## src/rtl/alu_sequencer_if.sv

```systemverilog
// Handshake, register-load, ALU and observation bundle of the 4-bit ALU sequencer.
// The master side is the upstream controller plus ALU; the slave side is the sequencer.
interface alu_sequencer_if;
  logic [8:0] instr;
  logic       instr_valid;
  logic       instr_ready;
  logic       ld_valid;
  logic [1:0] ld_addr;
  logic [3:0] ld_data;
  logic       ld_ready;
  logic [3:0] alu_a;
  logic [3:0] alu_b;
  logic       alu_cin;
  logic [2:0] alu_op;
  logic [3:0] alu_r;
  logic       alu_zero;
  logic       alu_carry;
  logic       alu_sign;
  logic [1:0] rd_addr;
  logic [3:0] rd_data;
  logic [2:0] flags;
  logic       busy;
  logic       done;

  modport master (
    output instr, instr_valid, ld_valid, ld_addr, ld_data,
           alu_r, alu_zero, alu_carry, alu_sign, rd_addr,
    input  instr_ready, ld_ready, alu_a, alu_b, alu_cin, alu_op,
           rd_data, flags, busy, done
  );

  modport slave (
    input  instr, instr_valid, ld_valid, ld_addr, ld_data,
           alu_r, alu_zero, alu_carry, alu_sign, rd_addr,
    output instr_ready, ld_ready, alu_a, alu_b, alu_cin, alu_op,
           rd_data, flags, busy, done
  );
endinterface

```

## src/rtl/alu_sequencer.sv

```systemverilog
// Two-state sequencer feeding a combinational 4-bit ALU: latches operands on accept,
// writes result and {Z,C,S} flags back one cycle later.
module alu_sequencer (
  input  logic           clk,
  input  logic           rst_n,
  alu_sequencer_if.slave bus
);

  typedef enum logic [0:0] {
    IDLE = 1'b0,
    EXEC = 1'b1
  } state_t;

  state_t     state_r;
  logic [3:0] regs_r [4];
  logic [2:0] flags_r;
  logic [3:0] alu_a_r;
  logic [3:0] alu_b_r;
  logic       alu_cin_r;
  logic [2:0] alu_op_r;
  logic [1:0] rd_r;
  logic       no_write_r;
  logic       done_r;

  logic [2:0] op_s;
  logic [1:0] rd_s;
  logic [1:0] rs_s;
  logic [1:0] mode_s;

  // Carry-in selection; mode 2'b11 is a compare and always forces carry-in high.
  function automatic logic cin_sel(input logic [1:0] mode, input logic c_flag);
    logic cin;
    case (mode)
      2'b00:   cin = 1'b0;
      2'b01:   cin = 1'b1;
      2'b10:   cin = c_flag;
      2'b11:   cin = 1'b1;
      default: cin = 1'b0;
    endcase
    return cin;
  endfunction

  assign op_s   = bus.instr[8:6];
  assign rd_s   = bus.instr[5:4];
  assign rs_s   = bus.instr[3:2];
  assign mode_s = bus.instr[1:0];

  // Sequencer state, register file, flags and registered ALU drive.
  always_ff @(posedge clk or negedge rst_n) begin
    if (!rst_n) begin
      state_r    <= IDLE;
      for (int i = 0; i < 4; i++) begin
        regs_r[i] <= 4'h0;
      end
      flags_r    <= 3'b000;
      alu_a_r    <= 4'h0;
      alu_b_r    <= 4'h0;
      alu_cin_r  <= 1'b0;
      alu_op_r   <= 3'b000;
      rd_r       <= 2'b00;
      no_write_r <= 1'b0;
      done_r     <= 1'b0;
    end else begin
      case (state_r)
        IDLE: begin
          done_r <= 1'b0;
          // A pending load always wins the IDLE slot over an instruction.
          if (bus.ld_valid) begin
            regs_r[bus.ld_addr] <= bus.ld_data;
          end else if (bus.instr_valid) begin
            alu_a_r    <= regs_r[rd_s];
            alu_b_r    <= regs_r[rs_s];
            alu_op_r   <= op_s;
            alu_cin_r  <= cin_sel(mode_s, flags_r[1]);
            rd_r       <= rd_s;
            no_write_r <= (mode_s == 2'b11);
            state_r    <= EXEC;
          end else begin
            state_r <= IDLE;
          end
        end
        EXEC: begin
          if (!no_write_r) begin
            regs_r[rd_r] <= bus.alu_r;
          end
          flags_r <= {bus.alu_zero, bus.alu_carry, bus.alu_sign};
          done_r  <= 1'b1;
          state_r <= IDLE;
        end
        default: begin
          done_r  <= 1'b0;
          state_r <= IDLE;
        end
      endcase
    end
  end

  assign bus.ld_ready    = (state_r == IDLE);
  assign bus.instr_ready = (state_r == IDLE) & ~bus.ld_valid;
  assign bus.busy        = (state_r == EXEC);
  assign bus.done        = done_r;
  assign bus.flags       = flags_r;
  assign bus.alu_a       = alu_a_r;
  assign bus.alu_b       = alu_b_r;
  assign bus.alu_cin     = alu_cin_r;
  assign bus.alu_op      = alu_op_r;
  assign bus.rd_data     = regs_r[bus.rd_addr];

endmodule
```

## src/flat_wrapper.sv

```systemverilog
// flat-port wrapper written by rule: the top's interface ports become plain ports
module alu_sequencer_flat 
  (clk, rst_n, bus_instr, bus_instr_valid, bus_ld_valid, bus_ld_addr, bus_ld_data, bus_alu_r, bus_alu_zero, bus_alu_carry, bus_alu_sign, bus_rd_addr, bus_instr_ready, bus_ld_ready, bus_alu_a, bus_alu_b, bus_alu_cin, bus_alu_op, bus_rd_data, bus_flags, bus_busy, bus_done);
  alu_sequencer_if bus_i ();
  input  logic clk;
  input  logic rst_n;
  input wire logic [$bits(bus_i.instr)-1:0] bus_instr;
  input wire logic [$bits(bus_i.instr_valid)-1:0] bus_instr_valid;
  input wire logic [$bits(bus_i.ld_valid)-1:0] bus_ld_valid;
  input wire logic [$bits(bus_i.ld_addr)-1:0] bus_ld_addr;
  input wire logic [$bits(bus_i.ld_data)-1:0] bus_ld_data;
  input wire logic [$bits(bus_i.alu_r)-1:0] bus_alu_r;
  input wire logic [$bits(bus_i.alu_zero)-1:0] bus_alu_zero;
  input wire logic [$bits(bus_i.alu_carry)-1:0] bus_alu_carry;
  input wire logic [$bits(bus_i.alu_sign)-1:0] bus_alu_sign;
  input wire logic [$bits(bus_i.rd_addr)-1:0] bus_rd_addr;
  output wire logic [$bits(bus_i.instr_ready)-1:0] bus_instr_ready;
  output wire logic [$bits(bus_i.ld_ready)-1:0] bus_ld_ready;
  output wire logic [$bits(bus_i.alu_a)-1:0] bus_alu_a;
  output wire logic [$bits(bus_i.alu_b)-1:0] bus_alu_b;
  output wire logic [$bits(bus_i.alu_cin)-1:0] bus_alu_cin;
  output wire logic [$bits(bus_i.alu_op)-1:0] bus_alu_op;
  output wire logic [$bits(bus_i.rd_data)-1:0] bus_rd_data;
  output wire logic [$bits(bus_i.flags)-1:0] bus_flags;
  output wire logic [$bits(bus_i.busy)-1:0] bus_busy;
  output wire logic [$bits(bus_i.done)-1:0] bus_done;
  assign bus_i.instr = bus_instr;
  assign bus_i.instr_valid = bus_instr_valid;
  assign bus_i.ld_valid = bus_ld_valid;
  assign bus_i.ld_addr = bus_ld_addr;
  assign bus_i.ld_data = bus_ld_data;
  assign bus_i.alu_r = bus_alu_r;
  assign bus_i.alu_zero = bus_alu_zero;
  assign bus_i.alu_carry = bus_alu_carry;
  assign bus_i.alu_sign = bus_alu_sign;
  assign bus_i.rd_addr = bus_rd_addr;
  assign bus_instr_ready = bus_i.instr_ready;
  assign bus_ld_ready = bus_i.ld_ready;
  assign bus_alu_a = bus_i.alu_a;
  assign bus_alu_b = bus_i.alu_b;
  assign bus_alu_cin = bus_i.alu_cin;
  assign bus_alu_op = bus_i.alu_op;
  assign bus_rd_data = bus_i.rd_data;
  assign bus_flags = bus_i.flags;
  assign bus_busy = bus_i.busy;
  assign bus_done = bus_i.done;
  alu_sequencer u_core (.clk(clk), .rst_n(rst_n), .bus(bus_i));
endmodule
```

## config.mk

```make
export PLATFORM = sky130hd
export DESIGN_NAME = alu_sequencer_flat
export DESIGN_NICKNAME = d
export VERILOG_FILES = /design/src/rtl/alu_sequencer_if.sv /design/src/rtl/alu_sequencer.sv /design/src/flat_wrapper.sv
export SDC_FILE = /design/constraint.sdc
export NUM_CORES = 1
export LEC_CHECK = 0
export BUFFER_PORTS_ARGS = -buffer_cell sky130_fd_sc_hd__buf_4
export CAP_MARGIN = 20
export CORE_MARGIN = 8
export CORE_UTILIZATION = 52
export CTS_CLUSTER_SIZE = 12
export DETAILED_ROUTE_END_ITERATION = 10
export HOLD_SLACK_MARGIN = 0.05
export PLACE_DENSITY = 0.79
export SYNTH_ARGS = -nofsm -noshare
export SYNTH_HDL_FRONTEND = slang
export SYNTH_SLANG_ARGS = --single-unit
```

## constraint.sdc

```tcl
create_clock -name clk -period 1.55 [get_ports clk]
set_input_delay 0.155 -clock clk [delete_from_list [all_inputs] [get_ports clk]]
set_output_delay 0.155 -clock clk [all_outputs]
set_load 0.02 [all_outputs]
```

Word-level counts from Yosys, hierarchy flattened
Cells that the tools add are included.

Register bits after elaboration: 36. Input bits: 28. Output and inout port bits: 23. Word-level logic and storage cells: 62.

Magnitude comparators: 7. Eq/ne operators: 5. Multiplexer cells: 23. Bitwise logic cells: 8. Reductions and logical operators: 6.

Operators by type and width (number): $bwmux 16 (2); $mux 16 (2); $mux 4 (8); $pmux 16 s2 (1); $bmux 4 s2 (3); $demux 4 s2 (2); $ge 3x3->1 const B (5); $not 2->3 (5); $lt 3x1->1 const B (2); $eq 2x2->1 const B (2); $ne 2x2->1 const B (2); $pmux 1 s2 (2); $pmux 1 s3 (1); $reduce_and 3->1 (1); $eq 2x1->1 const B (1); $logic_and 1x1->1 (2); $logic_not 2->1 (1); $mux 1 (2); $not 1->1 (2); $reduce_and 2->1 (1); $reduce_or 2->1 (1); $and 1x1->1 (1).

Depth between registers and ports, before layout
Depth in word-level cells: 8. Depth in mapped cells: 5. Gate-level depth less buffers: 4.

Worst setup path before layout
OpenSTA, ideal clock, no wires.

Path kind: flip-flop to flip-flop. Start point: register u_core.state_r, in the netlist u_core.bus.busy. End point: register u_core.alu_op_r[0], in the netlist u_core.bus.alu_op[0]. Setup time: 0.127 ns. Arrival time: 1.341 ns. Data required time: 1.423 ns. Path slack: 0.082 ns. Stages on the path, launching flop included: 4. Path buffers: 0. Clock period less this slack: 1.468 ns. Path through: dfrtp_1 -> or3b_4 -> clkinv_2 -> mux2_1.

Longest elaborated chain between the ends: 2.

Ends and longest elaborated chain: start, declared (line alu_sequencer.sv:14) `state_t state_r;`; start signal, assigned (line alu_sequencer.sv:51) `state_r <= IDLE;`; start signal, assigned (line alu_sequencer.sv:77) `state_r <= EXEC;`; start signal, assigned (line alu_sequencer.sv:79) `state_r <= IDLE;`; $not 1->1 (no source line); $reduce_and 3->1 (no source line); end signal, assigned (line alu_sequencer.sv:73) `alu_op_r <= op_s;`; end, declared (line alu_sequencer.sv:20) `logic [2:0] alu_op_r;`.

No other way between the ends. A chain may end at the register's enable or synchronous reset.

Final worst setup path
Start point: register u_core.regs_r[14] in the netlist's numbering. End point: output port bus_rd_data[2].

Longest elaborated chain between the ends: 3.

Ends and longest elaborated chain: start, declared (line alu_sequencer.sv:15) `logic [3:0] regs_r [4];`; start signal, assigned by index (line alu_sequencer.sv:69) `regs_r[bus.ld_addr] <= bus.ld_data;`; start signal, assigned by index (line alu_sequencer.sv:84) `regs_r[rd_r] <= bus.alu_r;`; $bmux 4 s2 (line alu_sequencer.sv:107) `assign bus.rd_data = regs_r[bus.rd_addr];`; $mux 4 (implied by the code) (2 in series) (line alu_sequencer.sv:107); end, declared (line flat_wrapper.sv:23) `output wire logic [$bits(bus_i.rd_data)-1:0] bus_rd_data;`.

No other way between the ends. The select of a mux whose other input is x is not followed.

==> impl_metrics.csv <==
group,metric,value,unit
outcome,outcome,"complete, no violations",
global_routing,grt_max_degree,37,
logic_synthesis,syn_inst,150,
floorplanning,io_pins,51,
worst_setup_path,critical_path.cell_chain,"mux4_2 > buf_6",
logic_synthesis,ys_ff_latch,36,
floorplanning,rows,22,
floorplanning,die_h,76.68,um
worst_setup_path,rr_startpoint,"u_core.bus.busy$_DFF_PN0_",
layout,drive_gt1_share,48.13,%
worst_setup_path,crit_path_start,"u_core.regs_r[14]$_DFFE_PN0P_",
sta,period_minus_slack,1.530,ns
sta,drv_slew,0,
sta,fin_crit_sh,98.68,%
clock_tree,cts_sinks,36,
floorplanning,die_area,0.005879,sq mm
clock_tree,cts_max_level,2,
global_routing,grt_overflow,0,
layout,syn_to_final_growth,31.37,%
worst_setup_path,cp-start-kind,"flip-flop",
pwr,p_clk_share,28.1,%
pwr,internal_power,2.048,mW
pwr,leakage,1.233,nW
logic_synthesis,syn_nets,178,
detailed_routing,vias_per_cell,5.794,
detailed_routing,drtPass1Iterations,5,
pwr,sw_frac_of_total,29.94,%
sta,hold_viol,0,
clock_tree,cts-root-buf,"clkbuf_8",
worst_setup_path,crit_path_end_kind,"output port",
placed_design,dp.cells,247,
clock_tree,cts_buffers,5,
layout,stdcell_count,262,
placed_design,dp_slack,0.1287,ns
global_routing,grt_pass1_wl,7.914,mm
worst_setup_path,crit_fanout,4,
pwr,irDropWorstVdd,0.4540,mV
layout,postLayoutCoreUtil,69.74,%
worst_setup_path,arrival,1.37,ns
clock_tree,cts_tree,"built",
detailed_routing,drt_iter0_drc,118,
floorplanning,die_w,76.68,um
logic_synthesis,synth_area,0.001914,sq mm
sta,setup_viol,0,
layout,nets,241,
pwr,power_density,1162,mW/mm^2
worst_setup_path,critPathKind,"flip-flop to output port",
floorplanning,start_util,53.09,%
detailed_routing,drc,0,
sta,fmax,653.8,MHz
logic_synthesis,synth.distinct_cells,23,
clock_tree,clock_path_buffers,2,
placed_design,port_buffers,50,
worst_setup_path,slowest_delay,0.50,ns
pwr,p_total,2.923,mW
global_routing,grt_pass1_vias,1534,
pwr,p_seq_share,42.2,%
placed_design,gp_congestion,0.8340,
pwr,power_frac_comb,29.7,%
job,drv_cap,0,
detailed_routing,avgRoutedWirePerCell,18.50,um
sta,setup_tns,0,ns
logic_synthesis,yosysSeqAreaShare,47.06,%
worst_setup_path,crit_slowest_cell,"mux4_2",
sta,fin_ws,0.02045,ns
global_routing,grt.total_usage,16.74,%
layout,final_common_cell,"buf_4",
global_routing,antenna_found_initial,0,
layout,diodes,0,
detailed_routing,via_count,1518,
logic_synthesis,avgSynthCellArea,12.76,sq um
worst_setup_path,required,1.39,ns
placed_design,dp_hpwl,3.607,mm
detailed_routing,ant_nets,0,
sta,worst_slew_pin_slew,0.4452,ns
clock_tree,clkTransAtPathRegs,0.08,ns
hold_path,hp-class,"input pin to flip-flop",
detailed_routing,wirelength,4.848,mm
clock_tree,clk_latency,0.30,ns
pwr,switchingPower,0.8752,mW
hold_path,hold_start,"bus_instr[7]",
layout,layout_common_cells,"57 x buf_4, 36 x nand2_1, 36 x dfrtp_1, 16 x o22ai_1",
layout,n_fill_cell,282,
sta,slew_headroom,70.32,%
floorplanning,coreArea,0.003606,sq mm
sta,final.setup_skew,0.009245,ns
logic_synthesis,synth_warnings,0,
## layer usage
| metal | vias up | global-route usage [%] | share of wire, % |
|---|---|---|---|
| li1 | 684 | - | - |
| met1 | 753 | 20.42 | 40 |
| met2 | 71 | 27.61 | 51 |
| met3 | 10 | 3.846 | 7.2 |
| met4 | 0 | 7.115 | 2.0 |
| met5 | - | 0 | 0 |
## flip-flops by register name, summed over array words and instances (netlist names), 2 cells and up
| name | cells |
|---|---|
| u_core.bus.alu_b | 4 |
| u_core.bus.alu_a | 4 |
| u_core.rd_r | 2 |
| u_core.regs_r | 16 |
| u_core.bus.alu_op | 3 |
| u_core.bus.flags | 3 |
## logic make-up after synthesis
group | synth area share (%)
AND/OR/NAND/NOR | 12.42
multiplexers | 30.00
buffers and inverters | 1.895
flip-flops | 47.06
AO/OA/AOI/OAI | 8.628
## stage by stage
step / hold WS, ns / instance area, sq um
after global placement: 0.1213 / 2345
after global routing: 0.06731 / 2515
after detailed placement: 0.1351 / 2345
after CTS: 0.07266 / 2470
final: 0.07030 / 2515
after floorplan: -0.1406 / 1914
## cell type report
cell class | instances | area (sq um) | share of cell area (%)
multi-input combinational | 108 | 977.2 | 38.86
sequential | 36 | 900.9 | 35.82
timing repair buffer | 60 | 460.4 | 18.31
clock buffer | 6 | 72.57 | 2.886
tap | 48 | 60.06 | 2.388
clock inverter | 2 | 35.03 | 1.393
inverter | 2 | 8.758 | 0.3483
## synth_stat cells
cell type   n  area [sq um]
nand2_1    36         135.1
clkinv_2    1         5.000
nand2b_4    1         13.76
mux4_2     12         270.3
o22a_4      1         17.52
nand2b_1    9         56.30
mux2_4     12         180.2
nor2_1      1         3.750
o22a_2      2         20.02
inv_1       1         3.750
o22ai_2     1         12.51
buf_6       1         11.26
clkbuf_1    1         3.750
mux2_1      7         78.83
or2_4       2         17.52
a21oi_1     1         5.000
o21ai_1     2         10.01
o22ai_1    16         100.1
dfrtp_1    36         900.9
or3b_4      1         11.26
buf_2       1         5.000
buf_4       1         7.510
mux2_2      4         45.04
## worst paths after layout
kind / endpoint / slack (ns) / depth (start not counted)
worst max-delay path: bus_rd_data[2] / 0.02 / 2
worst max register to register: u_core.rd_r[1]$_DFFE_PN0P_ / 0.11 / 3
worst min register to register: u_core.bus.alu_a[1]$_DFFE_PN0P_ / 0.48 / 2
worst min-delay path: u_core.bus.alu_op[1]$_DFFE_PN0P_ / 0.07 / 2
min in group asynchronous: u_core.bus.alu_op[2]$_DFFE_PN0P_ / 0.34 / 2
max in group asynchronous: u_core.regs_r[10]$_DFFE_PN0P_ / 0.88 / 2
## power groups by stage
stage / clock network (mW) / registers (mW) / logic (mW)
final: 0.822 / 1.23 / 0.869
after global routing: 0.866 / 1.25 / 0.931
after CTS: 0.827 / 1.23 / 0.832
after detailed placement: 0 / 1.25 / 0.818
after global placement: 0 / 1.23 / 0.802
after floorplan: 0 / 1.30 / 0.423
## worst max-delay path, delay by kind of cell (launching register included)
kind	cells	cell delay [ns]
mux	1	0.50
flops	1	0.43
buf+inv	1	0.15
## repair_timing
action | 4_1_cts | 5_1_grt
buffers inserted | 1 | 5
setup endpoints to repair | 1 | 2
pin swaps | 0 | 0
endpoints found under the hold margin | 36 | 0
hold buffers | 1 | 0
resized for setup | 0 | 2
No activity file was read; power rests on OpenSTA's default activity.
